--- src/rtl/pwm_pkg.sv ---
// Shared definitions for the PWM scheduler and the pwm_gen output stage:
// configuration address map, scheduler states and functions bit positions.
package pwm_pkg;

    localparam logic [2:0] ADDR_PERIOD = 3'd0;
    localparam logic [2:0] ADDR_CMP1   = 3'd1;
    localparam logic [2:0] ADDR_CMP2   = 3'd2;
    localparam logic [2:0] ADDR_FUNC   = 3'd3;
    localparam logic [2:0] ADDR_PSC    = 3'd4;

    typedef enum logic [1:0] {
        S_IDLE     = 2'd0,
        S_RUN      = 2'd1,
        S_STOPPING = 2'd2
    } state_e;

    // Bit positions inside the 8-bit functions word, decoded by pwm_gen.
    localparam int FN_CMP1_EN  = 0;
    localparam int FN_CMP2_EN  = 1;
    localparam int FN_INV_OUT  = 2;
    localparam int FN_CENTER   = 3;
    localparam int FN_ONE_SHOT = 4;

endpackage

--- src/rtl/pwm_timebase.sv ---
// Prescaler plus wrap counter. count_val runs 0..period inclusive; boundary
// pulses on the tick where the counter wraps back to 0.
module pwm_timebase #(
    parameter int CNT_W = 16,
    parameter int PSC_W = 8
) (
    input  logic             clk,
    input  logic             rst_n,
    input  logic             run,
    input  logic [PSC_W-1:0] prescale,
    input  logic [CNT_W-1:0] period,
    output logic [CNT_W-1:0] count_val,
    output logic             boundary
);

    logic [PSC_W-1:0] psc_cnt_q, psc_cnt_d;
    logic [CNT_W-1:0] cnt_q, cnt_d;
    logic             tick;

    always_comb begin
        tick      = run && (psc_cnt_q == prescale);
        boundary  = tick && (cnt_q == period);
        psc_cnt_d = '0;
        cnt_d     = '0;
        // Both counters collapse to 0 while idle so a restart begins a clean period.
        if (run) begin
            psc_cnt_d = tick ? '0 : psc_cnt_q + PSC_W'(1);
            if (tick) begin
                cnt_d = boundary ? '0 : cnt_q + CNT_W'(1);
            end else begin
                cnt_d = cnt_q;
            end
        end
    end

    always_ff @(posedge clk or negedge rst_n) begin
        if (!rst_n) begin
            psc_cnt_q <= '0;
            cnt_q     <= '0;
        end else begin
            psc_cnt_q <= psc_cnt_d;
            cnt_q     <= cnt_d;
        end
    end

    assign count_val = cnt_q;

endmodule

--- src/rtl/pwm_sched.sv ---
// Timebase and configuration controller for pwm_gen: staged/active config with
// glitch-free commit at the period wrap. Optional PWM_SCHED_OVF_IRQ_EN adds a sticky wrap IRQ.
module pwm_sched
    import pwm_pkg::*;
#(
    parameter int               CNT_W      = 16,
    parameter int               PSC_W      = 8,
    parameter logic [CNT_W-1:0] RST_PERIOD = 16'd8
) (
    input  logic             clk,
    input  logic             rst_n,
    input  logic             cfg_wr,
    input  logic [2:0]       cfg_addr,
    input  logic [CNT_W-1:0] cfg_wdata,
    input  logic             cfg_commit,
    input  logic             cmd_start,
    input  logic             cmd_stop,
    output logic             pwm_en,
    output logic [CNT_W-1:0] period,
    output logic [7:0]       functions,
    output logic [CNT_W-1:0] compare1,
    output logic [CNT_W-1:0] compare2,
    output logic [CNT_W-1:0] count_val,
    output logic             upd_pending,
    output logic             upd_done,
    output logic             busy
`ifdef PWM_SCHED_OVF_IRQ_EN
    ,
    input  logic             irq_clr,
    output logic             ovf_irq
`endif
);

    state_e           state_q, state_d;
    logic             pending_q, pending_d;
    logic             done_q, done_d;
    logic [CNT_W-1:0] stg_period_q, stg_period_d;
    logic [CNT_W-1:0] stg_cmp1_q, stg_cmp1_d;
    logic [CNT_W-1:0] stg_cmp2_q, stg_cmp2_d;
    logic [7:0]       stg_func_q, stg_func_d;
    logic [PSC_W-1:0] stg_psc_q, stg_psc_d;
    logic [CNT_W-1:0] act_period_q, act_period_d;
    logic [CNT_W-1:0] act_cmp1_q, act_cmp1_d;
    logic [CNT_W-1:0] act_cmp2_q, act_cmp2_d;
    logic [7:0]       act_func_q, act_func_d;
    logic [PSC_W-1:0] act_psc_q, act_psc_d;
    logic             run;
    logic             boundary;
    logic             apply;

    assign run = (state_q != S_IDLE);

    pwm_timebase #(
        .CNT_W (CNT_W),
        .PSC_W (PSC_W)
    ) u_timebase (
        .clk       (clk),
        .rst_n     (rst_n),
        .run       (run),
        .prescale  (act_psc_q),
        .period    (act_period_q),
        .count_val (count_val),
        .boundary  (boundary)
    );

    always_comb begin
        state_d = state_q;
        unique case (state_q)
            S_IDLE:     if (cmd_start && !cmd_stop) state_d = S_RUN;
            S_RUN:      if (cmd_stop) state_d = S_STOPPING;
            S_STOPPING: begin
                if (cmd_start && !cmd_stop) state_d = S_RUN;
                else if (boundary)          state_d = S_IDLE;
            end
            default:    state_d = S_IDLE;
        endcase
    end

    // A commit re-arms even on the cycle it applies, so a commit landing on a
    // boundary waits for the following one.
    always_comb begin
        apply     = pending_q && (!run || boundary);
        pending_d = cfg_commit ? 1'b1 : (apply ? 1'b0 : pending_q);
        done_d    = apply;

        stg_period_d = stg_period_q;
        stg_cmp1_d   = stg_cmp1_q;
        stg_cmp2_d   = stg_cmp2_q;
        stg_func_d   = stg_func_q;
        stg_psc_d    = stg_psc_q;
        if (cfg_wr) begin
            case (cfg_addr)
                ADDR_PERIOD: stg_period_d = cfg_wdata;
                ADDR_CMP1:   stg_cmp1_d   = cfg_wdata;
                ADDR_CMP2:   stg_cmp2_d   = cfg_wdata;
                ADDR_FUNC:   stg_func_d   = cfg_wdata[7:0];
                ADDR_PSC:    stg_psc_d    = cfg_wdata[PSC_W-1:0];
                default:     ;
            endcase
        end

        act_period_d = act_period_q;
        act_cmp1_d   = act_cmp1_q;
        act_cmp2_d   = act_cmp2_q;
        act_func_d   = act_func_q;
        act_psc_d    = act_psc_q;
        if (apply) begin
            act_period_d = stg_period_q;
            act_cmp1_d   = stg_cmp1_q;
            act_cmp2_d   = stg_cmp2_q;
            act_func_d   = stg_func_q;
            act_psc_d    = stg_psc_q;
        end
    end

    always_ff @(posedge clk or negedge rst_n) begin
        if (!rst_n) begin
            state_q      <= S_IDLE;
            pending_q    <= 1'b0;
            done_q       <= 1'b0;
            stg_period_q <= RST_PERIOD;
            stg_cmp1_q   <= '0;
            stg_cmp2_q   <= '0;
            stg_func_q   <= '0;
            stg_psc_q    <= '0;
            act_period_q <= RST_PERIOD;
            act_cmp1_q   <= '0;
            act_cmp2_q   <= '0;
            act_func_q   <= '0;
            act_psc_q    <= '0;
        end else begin
            state_q      <= state_d;
            pending_q    <= pending_d;
            done_q       <= done_d;
            stg_period_q <= stg_period_d;
            stg_cmp1_q   <= stg_cmp1_d;
            stg_cmp2_q   <= stg_cmp2_d;
            stg_func_q   <= stg_func_d;
            stg_psc_q    <= stg_psc_d;
            act_period_q <= act_period_d;
            act_cmp1_q   <= act_cmp1_d;
            act_cmp2_q   <= act_cmp2_d;
            act_func_q   <= act_func_d;
            act_psc_q    <= act_psc_d;
        end
    end

`ifdef PWM_SCHED_OVF_IRQ_EN
    logic ovf_irq_q, ovf_irq_d;

    always_comb begin
        ovf_irq_d = ovf_irq_q;
        if (boundary)     ovf_irq_d = 1'b1;
        else if (irq_clr) ovf_irq_d = 1'b0;
    end

    always_ff @(posedge clk or negedge rst_n) begin
        if (!rst_n) ovf_irq_q <= 1'b0;
        else        ovf_irq_q <= ovf_irq_d;
    end

    assign ovf_irq = ovf_irq_q;
`endif

    assign pwm_en      = run;
    assign busy        = run;
    assign period      = act_period_q;
    assign functions   = act_func_q;
    assign compare1    = act_cmp1_q;
    assign compare2    = act_cmp2_q;
    assign upd_pending = pending_q;
    assign upd_done    = done_q;

endmodule

--- config.mk ---
export PLATFORM = sky130hd
export DESIGN_NAME = pwm_sched
export DESIGN_NICKNAME = d
export VERILOG_FILES = /design/src/rtl/pwm_pkg.sv /design/src/rtl/pwm_timebase.sv /design/src/rtl/pwm_sched.sv
export SDC_FILE = /design/constraint.sdc
export NUM_CORES = 1
export LEC_CHECK = 0
export CAP_MARGIN = 20
export CORE_MARGIN = 5
export CORE_UTILIZATION = 60
export DETAILED_ROUTE_END_ITERATION = 8
export PLACE_DENSITY_LB_ADDON = 0.3
export SYNTH_ARGS = -nofsm -noshare
export SYNTH_HDL_FRONTEND = slang
export SYNTH_SLANG_ARGS = --single-unit
--- constraint.sdc ---
create_clock -name clk -period 4 [get_ports clk]
set_input_delay 1 -clock clk [delete_from_list [all_inputs] [get_ports clk]]
set_output_delay 1 -clock clk [all_outputs]
set_load 0.05 [all_outputs]
==> results of run 1 <==
==> metal layers <==
metal	routed length (µm)	up-vias	GRT usage (%)
met1	9477	3645	37.26
met3	1633	58	5.843
met5	0	-	0
met4	656	0	11.48
met2	11280	358	47.07
li1	-	3239	-
==> area by class of cell <==
| type | instances | area, µm² |
|---|---|---|
| inverter | 70 | 265.3 |
| sequential | 156 | 3910 |
| multi-input combinational | 539 | 3740 |
| fill | 955 | 3550 |
| tap | 176 | 220.2 |
| timing repair buffer | 112 | 1105 |
| clock inverter | 5 | 58.81 |
| clock buffer | 26 | 499.2 |
==> synthesized netlist by cell type, types with 3 or more instances <==
| cell | number |
|---|---|
| a21oi_1 | 11 |
| a31oi_1 | 73 |
| and3_1 | 4 |
| and4_1 | 3 |
| buf_2 | 5 |
| buf_6 | 3 |
| clkbuf_1 | 67 |
| dfrtp_1 | 154 |
| inv_1 | 70 |
| mux2_2 | 64 |
| nand2_1 | 80 |
| nand3_1 | 13 |
| nand4_1 | 4 |
| nor2_1 | 16 |
| nor3_1 | 4 |
| nor4_1 | 6 |
| o21a_1 | 3 |
| o22ai_1 | 64 |
| o311ai_0 | 51 |
| o311ai_1 | 13 |
| or3_1 | 67 |
| xnor2_1 | 12 |
| xor2_1 | 21 |
==> state kept, by name, summed over array words and instances, names as in the netlist <==
register and flops:
compare1 16, compare2 16, period 16, stg_cmp1_q 16, stg_cmp2_q 16, stg_period_q 16, u_timebase.count_val 16, act_psc_q 8
functions 8, stg_func_q 8, stg_psc_q 8, u_timebase.psc_cnt_q 8, state_q 2, upd_done 1, upd_pending 1
==> power by group <==
group	total (W)	switching (W)	internal [W]
combinational	0.00303	0.00195	0.00107
clock	0.00155	0.000629	0.000920
sequential	0.00254	0.000485	0.00206
total	0.00712	0.00307	0.00405
==> cells by family after synthesis <==
logic type	count (synthesis)
DFF	156
AOI/OAI and AO/OA	226
muxes	65
adders and majority gates	2
buffers and inverters	147
xor gates and xnor gates	33
and+or+nand+nor	213
==> worst min path at each step <==
stage	start	to	slack (ns)	cells past startpoint
3_5_place_dp	stg_func_q[6]$_DFFE_PN0P_	stg_func_q[6]$_DFFE_PN0P_	0.50	1
6_report	stg_period_q[12]$_DFFE_PN0P_	stg_period_q[12]$_DFFE_PN0P_	0.51	1
2_1_floorplan	stg_func_q[0]$_DFFE_PN0P_	stg_func_q[0]$_DFFE_PN0P_	0.48	1
3_3_place_gp	stg_func_q[6]$_DFFE_PN0P_	stg_func_q[6]$_DFFE_PN0P_	0.49	1
4_1_cts	stg_period_q[12]$_DFFE_PN0P_	stg_period_q[12]$_DFFE_PN0P_	0.51	1
5_1_grt	stg_cmp1_q[14]$_DFFE_PN0P_	stg_cmp1_q[14]$_DFFE_PN0P_	0.51	1
==> worst max-delay path, delay by kind of cell, from the launching register on <==
| family | cells | cell delay (ns) |
|---|---|---|
| and+or+nand+nor | 1 | 0.07 |
| buffers and inverters | 2 | 1.23 |
| DFF | 1 | 0.43 |
==> metrics by stage <==
step	total power (W)	worst slack, ns
final	0.007121	0.8384
after global routing	0.007421	0.7481
after CTS	0.007110	0.8413
after detailed placement	0.005528	1.077
after global placement	0.005389	1.145
after floorplan	0.004495	1.201
==> impl_metrics.toml, run 1 <==
[run_status]
status = "completed"

[final_layout]
most-common-layout-cells = "dfrtp_1, clkdlybuf4s50_1, nand2_1"
layout-drive-gt1-share_pct = 12.44
fin_nets = 923
final_util_pct = 73.41
layout_commonest_cell = "dfrtp_1"
syn_to_final_growth_pct = 19.19
n_antenna_cell = 0
stdcell_area_mm2 = 0.009798
fin_cells = 1084

[floorplan]
rows = 42
die_w_um = 127.1
core_area_mm2 = 0.01335
die_y_um = 127.1
start_util_pct = 61.59
dieArea_mm2 = 0.01614
num_io_pins = 101

[yosys]
synth_seq_cells = 156
synth-xor-area-share_pct = 3.516
synth_top_area_cell = "dfrtp_1"
synth_area_mm2 = 0.008220
synth_fp_nets = 869
yosys.area_share.simple_pct = 13.52
synthArstFlopShare_pct = 100.0
yosysWarningCount = 0
synth_edf_count = 0
synth_top_family_by_area = "compound AO/OA/AOI/OAI gates"
synth_top_area_share_pct = 46.88
synth_cell_type_count = 47
synthFlopType = "dfrtp_1"
synth_area_leaders = "dfrtp_1, mux2_2, a31oi_1"
syn_inst = 842
synthMuxAreaShare_pct = 8.889
syn_area_per_cell_um2 = 9.763
seq_area_frac_synth_pct = 47.52
synth-compound-area-share_pct = 19.13
synth_fa_ha_area_share_pct = 0.3044

[clock_network]
root_buffer = "clkbuf_16"
cts_tree = "built"
clk_path_buf_depth = 2
h-tree-depth = 4
clkSinkCount = 156
clk_pin_slew_ns = 0.06
numCtsBuffers = 17
ctsResizeCount = 0
cts_hold_buf = 0
post_cts_buffers = 0
insertion_delay_ns = 0.42

[timing]
rsz0062_at_grt = "no"
finalCritPeriodShare_pct = 79.04
maxSlewHeadroom_pct = 26.78
min_period_ns = 3.162
worstMarginPinSlew_ns = 1.091
holdWs_ns = 0.5080
final_hold_viol_count = 0
tns_ns = 0
max_freq_mhz = 316.3
maxSlewViolCount = 0
finalClockSkew_ns = 0.007775
setup_viol_count_final = 0

[setup_path]
setup.worst_path.end = "busy"
critical_path.endpoint_type = "output port"
crit_required_ns = 3.00
worstPathArrival_ns = 2.16
crit_start = "state_q[0]$_DFFE_PN0P_"
worstRegToRegCells = 5
r2r_slack_ns = 1.17
cp_slowest_cell = "clkdlybuf4s50_1"
cp_cell_sequence = "nor2_4 -> inv_4 -> clkdlybuf4s50_1"
r2r_start = "u_timebase.count_val[3]$_DFFE_PN0P_"
crit_path_max_fanout = 43
worst-setup-path-type = "reg -> out"
cpPeakStageDelay_ns = 0.89
start_kind = "flip-flop"
timing.rr.end = "period[2]$_DFFE_PN0P_"

[global_route]
overflow = 0
antenna_found_initial = 0
grt_pass1_vias = 7395
grt_start_max_net_pins = 99
grt_pass1_wl_um = 37240
track_usage_pct = 28.57

[routing]
detail_route.wl_per_cell_um = 21.26
drtIter0Drc = 987
firstDrtPassIters = 5
postRouteAntennaNets = 0
drc = 0
num_vias = 7300
totalWireLength_um = 23050
viasPerCell = 6.734

[power]
p_leak_nw = 3.979
ir_worst_vdd_uv = 515.0
powerDensity_mw_per_mm2 = 726.7

[place]
routabilityCongestion = 0.8871
hpwlAfterDp_um = 13840
io_buffers = 100
post-place-cells = 1053
placed_cell_area_mm2 = 0.009240

[hold_path]
hp-class = "reg -> reg"

[flow_run]
maxCapViolations = 0
(Power assumes the default switching activity.)
==> run 2: changes to the inputs <==
--- a/config.mk
+++ b/config.mk
@@ -7,7 +7,7 @@
 export LEC_CHECK = 0
 export CAP_MARGIN = 20
 export CORE_MARGIN = 5
-export CORE_UTILIZATION = 60
+export CORE_UTILIZATION = 51
 export DETAILED_ROUTE_END_ITERATION = 8
 export PLACE_DENSITY_LB_ADDON = 0.3
 export SYNTH_ARGS = -nofsm -noshare
==> constraint.sdc (replaced) <==
create_clock -name clk -period 2.9 [get_ports clk]
set_input_delay 0.725 -clock clk [delete_from_list [all_inputs] [get_ports clk]]
set_output_delay 0.725 -clock clk [all_outputs]
set_load 0.05 [all_outputs]
==> run 2 against run 1 <==
  * Sequential share of layout area is 1.0 points lower
  * Sequential cell count stayed put
  * Count of clock-buffer cells in the layout is 8 lower
  * Clock power is 64% higher
  * Via count is 3.2% lower
  * Largest cell class unchanged
  * Routed wire length is 4.2% lower
  * Largest power group unchanged
  * Critical path type unchanged
==> impl_metrics.toml, run 2 (same netlist as run 1, synthesis figures left out) <==
[run_status]
status = "completed"

[timing]
final_hold_viol_count = 0
setup_viol_count_final = 0
tns_ns = 0
worstMarginPinSlew_ns = 0.7761
worst_slack_ns = 0.3230
finalCritPeriodShare_pct = 88.86
min_period_ns = 2.577
rsz0062_at_grt = "no"
finalClockSkew_ns = 0.01023
max_freq_mhz = 388.0
maxSlewHeadroom_pct = 48.26
maxSlewViolCount = 0

[clock_network]
clk_pin_slew_ns = 0.07
ctsResizeCount = 0
clkSinkCount = 156
cts_tree = "built"
cts_hold_buf = 0
h-tree-depth = 4
numCtsBuffers = 17
post_cts_buffers = 0
clk_path_buf_depth = 2
root_buffer = "clkbuf_16"
insertion_delay_ns = 0.44

[routing]
drc = 0
firstDrtPassIters = 5
totalWireLength_um = 22070
detail_route.wl_per_cell_um = 19.47
postRouteAntennaNets = 0
drtIter0Drc = 520
viasPerCell = 6.234
num_vias = 7069

[global_route]
grt_start_max_net_pins = 131
overflow = 0
grt_pass1_vias = 6988
grt_pass1_wl_um = 36190
antenna_found_initial = 0
track_usage_pct = 24.35

[power]
ir_worst_vdd_uv = 824.2
p_clk_share_pct = 25.0
p_sw_w = 0.004241
powerDensity_mw_per_mm2 = 1009
combPwrFrac_pct = 40.8
power_w = 0.01015
p_leak_nw = 4.098
switching_share_pct = 41.81
p_int_w = 0.005904
seq_power_share_pct = 34.2

[hold_path]
hp-class = "in -> async"

[final_layout]
layout-drive-gt1-share_pct = 14.16
fin_nets = 932
layout_commonest_cell = "dfrtp_1"
syn_to_final_growth_pct = 22.36
fin_cells = 1134
n_antenna_cell = 0
most-common-layout-cells = "dfrtp_1, clkdlybuf4s50_1, nand2_1"
final_util_pct = 63.55

[setup_path]
setup.worst_path.end = "count_val[3]"
crit_required_ns = 2.17
r2r_slack_ns = 0.63
crit_buf_inv = 1
r2r_start = "u_timebase.count_val[4]$_DFFE_PN0P_"
worst-setup-path-type = "reg -> out"
cp_cell_sequence = "clkdlybuf4s50_1"
start_kind = "flip-flop"
worstPathArrival_ns = 1.85
cpPeakStageDelay_ns = 0.87
timing.rr.end = "compare2[12]$_DFFE_PN0P_"
cp_slowest_cell = "clkdlybuf4s50_1"
crit_path_max_fanout = 11
critical_path.endpoint_type = "output port"
path_delay_family = "buffers and inverters"
critical_path_depth = 1
worstRegToRegCells = 6
crit_start = "u_timebase.count_val[3]$_DFFE_PN0P_"

[floorplan]
num_io_pins = 101
die_w_um = 137.0
die_y_um = 137.0
start_util_pct = 51.94
core_area_mm2 = 0.01583
dieArea_mm2 = 0.01876
rows = 46

[flow_run]
maxCapViolations = 0

[place]
hpwlAfterDp_um = 13560
pre_cts_slack_ns = 0.4208
io_buffers = 100
post-place-cells = 1102
routabilityCongestion = 0.8279
-- run 2: cell count changes in the layout (fill, tap and decap cells not counted), moves of 2 or more --
cell,change
buf_4,+8
clkbuf_1,-5
bufinv_16,+4
inv_6,+4
buf_12,+3
clkbuf_8,-3
clkdlybuf4s50_1,-2
-- run 2: worst min-delay path by stage --
stage / slack [ns] / from / to / cells past startpoint
2_1_floorplan: 0.43 / rst_n / act_psc_q[0]$_DFFE_PN0P_ / 0
3_3_place_gp: 0.49 / stg_func_q[4]$_DFFE_PN0P_ / stg_func_q[4]$_DFFE_PN0P_ / 1
3_5_place_dp: 0.49 / stg_func_q[7]$_DFFE_PN0P_ / stg_func_q[7]$_DFFE_PN0P_ / 1
4_1_cts: 0.27 / rst_n / compare2[1]$_DFFE_PN0P_ / 1
5_1_grt: 0.29 / rst_n / compare2[1]$_DFFE_PN0P_ / 1
6_report: 0.26 / rst_n / compare2[1]$_DFFE_PN0P_ / 1
-- run 2: power groups by stage --
stage | combinational [W] | sequential [W] | clock (W)
2_1_floorplan | 0.00154 | 0.00466 | 0
3_3_place_gp | 0.00404 | 0.00346 | 0
3_5_place_dp | 0.00411 | 0.00348 | 0
4_1_cts | 0.00415 | 0.00345 | 0.00257
5_1_grt | 0.00444 | 0.00356 | 0.00266
6_report | 0.00414 | 0.00347 | 0.00254
-- run 2: area by class of cell --
cell class	count	area, µm²
Fill cell	1290	5769
Clock inverter	14	229.0
Sequential cell	156	3910
Clock buffer	18	439.2
Timing Repair Buffer	121	1205
Multi-Input combinational cell	539	3740
Tap cell	216	270.3
Inverter	70	265.3
-- run 2: per-layer routing --
layer  track usage (%)  share of wire (%)  up-vias  wire length (µm)
met3             5.441                6.1       44              1356
met2             39.05                 48      258             10520
met5                 0                  0        -                 0
li1                  -                  -     3267                 -
met1             32.54                 44     3500              9658
met4             8.814                2.4        0               539
-- run 2: through the flow --
stage | hold WS (ns) | area, µm²
2_1_floorplan | 0.4294 | 8220
3_5_place_dp | 0.4942 | 9390
5_1_grt | 0.2936 | 10060
4_1_cts | 0.2661 | 10060
3_3_place_gp | 0.4900 | 9390
6_report | 0.2591 | 10060
==> run 3: changes to the inputs <==
--- a/config.mk
+++ b/config.mk
@@ -10,6 +10,7 @@
 export CORE_UTILIZATION = 51
 export DETAILED_ROUTE_END_ITERATION = 8
 export PLACE_DENSITY_LB_ADDON = 0.3
+export SETUP_SLACK_MARGIN = 0.5
 export SYNTH_ARGS = -nofsm -noshare
 export SYNTH_HDL_FRONTEND = slang
 export SYNTH_SLANG_ARGS = --single-unit
==> run 3 against run 2 <==
  * Hold slack improved by 0.066 ns
  * Clock power decreased by 11%
  * Via count increased by 0.25%
  * Final cell count increased by 0.26%
  * Register-to-register slack got worse by 0.03 ns
  * Core utilization decreased by 0.13 points
  * Global-route usage decreased by 0.40 points
  * Sequential share of layout area increased by 0.077 points
  * Count of clock-buffer cells in the layout increased by 2
  * Maximum frequency increased by 9.2%
  * Worst setup slack improved by 0.22 ns
  * Power decreased by 3.5%
  * Critical endpoint is now functions[6]
  * Largest power group unchanged
==> impl_metrics.toml, run 3 (same netlist as run 1, synthesis figures left out) <==
[routing]
firstDrtPassIters = 5
totalWireLength_um = 22290
num_vias = 7087
drtIter0Drc = 623
viasPerCell = 6.233
postRouteAntennaNets = 0
drc = 0
detail_route.wl_per_cell_um = 19.60

[final_layout]
fin_nets = 935
layout_commonest_cell = "dfrtp_1"
layout-drive-gt1-share_pct = 14.33
most-common-layout-cells = "dfrtp_1, nand2_1, a31oi_1"
n_antenna_cell = 0
final_util_pct = 63.42
syn_to_final_growth_pct = 22.12
fin_cells = 1137

[timing]
maxSlewHeadroom_pct = 48.00
setup_viol_count_final = 0
maxSlewViolCount = 0
min_period_ns = 2.361
max_freq_mhz = 423.6
tns_ns = 0
worstMarginPinSlew_ns = 0.7801
finalClockSkew_ns = 0.009595
holdWs_ns = 0.3248
finalCritPeriodShare_pct = 81.40
rsz0062_at_grt = "no"
final_hold_viol_count = 0

[power]
power_w = 0.009790
p_leak_nw = 4.261
powerDensity_mw_per_mm2 = 975.3
ir_worst_vdd_uv = 675.5

[floorplan]
core_area_mm2 = 0.01583
start_util_pct = 51.94
die_w_um = 137.0
die_y_um = 137.0
rows = 46
num_io_pins = 101
dieArea_mm2 = 0.01876

[place]
hpwlAfterDp_um = 13610
post-place-cells = 1100
io_buffers = 100
routabilityCongestion = 0.8240

[setup_path]
cp_slowest_cell = "clkdlybuf4s50_1"
crit_path_max_fanout = 3
start_kind = "flip-flop"
cpPeakStageDelay_ns = 0.83
worstPathArrival_ns = 1.64
worst-setup-path-type = "reg -> out"
crit_required_ns = 2.17
path_delay_family = "buffers and inverters"
crit_buf_inv = 1
critical_path.endpoint_type = "output port"
cp_cell_sequence = "clkdlybuf4s50_1"

[global_route]
grt_start_max_net_pins = 131
track_usage_pct = 23.96
antenna_found_initial = 0
grt_pass1_wl_um = 35710
overflow = 0
grt_pass1_vias = 6769

[clock_network]
insertion_delay_ns = 0.43
h-tree-depth = 4
clk_path_buf_depth = 2
cts_tree = "built"
clkSinkCount = 156
clk_pin_slew_ns = 0.06
cts_hold_buf = 0
root_buffer = "clkbuf_16"
numCtsBuffers = 17

[run_status]
status = "completed"

[flow_run]
maxCapViolations = 0

[hold_path]
hp-class = "in -> async"
## run 3: cell count changes in the layout (fill, tap and decap cells not counted), moves of 2 or more
| cell | previous run | this run |
|---|---|---|
| clkinv_2 | 0 | 2 |
| or2_2 | 0 | 2 |
| bufinv_16 | 5 | 2 |
| clkdlybuf4s50_1 | 97 | 50 |
| buf_4 | 19 | 17 |
| dlymetal6s2s_1 | 0 | 14 |
| dlygate4sd2_1 | 0 | 33 |
| buf_12 | 4 | 7 |
## run 3: power breakdown
| group | leakage [nW] | internal (W) | switching (W) |
|---|---|---|---|
| Sequential | 1.85 | 0.00284 | 0.000606 |
| Clock | 0.287 | 0.00132 | 0.000941 |
| Combinational | 2.12 | 0.00142 | 0.00266 |
## run 3: routing by layer
metal  track usage (%)  routed length [µm]  up-vias  share of wire, %
met5                 0                   0        -                 0
met4             5.987                 252        0               1.1
met3             4.926                1221       27               5.5
met2             36.87               10770      238                48
met1             34.82               10040     3545                45
li1                  -                   -     3277                 -
## run 3: metrics by stage
stage / area [µm²] / setup WS, ns
finish: 10040 / 0.5394
global route: 10040 / 0.5002
CTS: 9966 / 0.5011
detailed placement: 9413 / 0.4067
global placement: 9413 / 0.4318
floorplan: 8222 / 0.6049
## run 3: final cells by class
type | count | area, µm²
Inverter | 70 | 267.8
Timing Repair Buffer | 122 | 1244
Multi-Input combinational cell | 541 | 3752
Clock buffer | 20 | 456.7
Clock inverter | 12 | 137.6
Fill cell | 1319 | 5789
Sequential cell | 156 | 3910
Tap cell | 216 | 270.3
## run 3: path summary, 6_finish.rpt
check | from | cells after the start | slack [ns] | endpoint
worst min register to register | stg_func_q[4]$_DFFE_PN0P_ | 1 | 0.51 | stg_func_q[4]$_DFFE_PN0P_
worst max register to register | u_timebase.count_val[4]$_DFFE_PN0P_ | 6 | 0.60 | compare2[10]$_DFFE_PN0P_
worst max-delay path | functions[6]$_DFFE_PN0P_ | 1 | 0.54 | functions[6]
max in group asynchronous | rst_n | 2 | 1.83 | stg_period_q[3]$_DFFE_PN1P_
worst min-delay path | rst_n | 1 | 0.32 | compare2[1]$_DFFE_PN0P_
min in group clk | stg_func_q[4]$_DFFE_PN0P_ | 1 | 0.51 | stg_func_q[4]$_DFFE_PN0P_
## run 3: worst register-to-register path: stages (launching register included)
cell and delay [ns]:
dfrtp_1 0.48, xor2_1 0.20, nor4_1 0.39, nand4_1 0.15
buf_4 0.36, or3_1 0.48, o311ai_0 0.13
## run 3: what timing repair did
action	in CTS	in global routing
hold endpoints to repair	0	0
gates cloned	0	2
resized for setup	33	15
setup endpoints to repair	33	37
pin swaps	0	2
buffers inserted	0	3
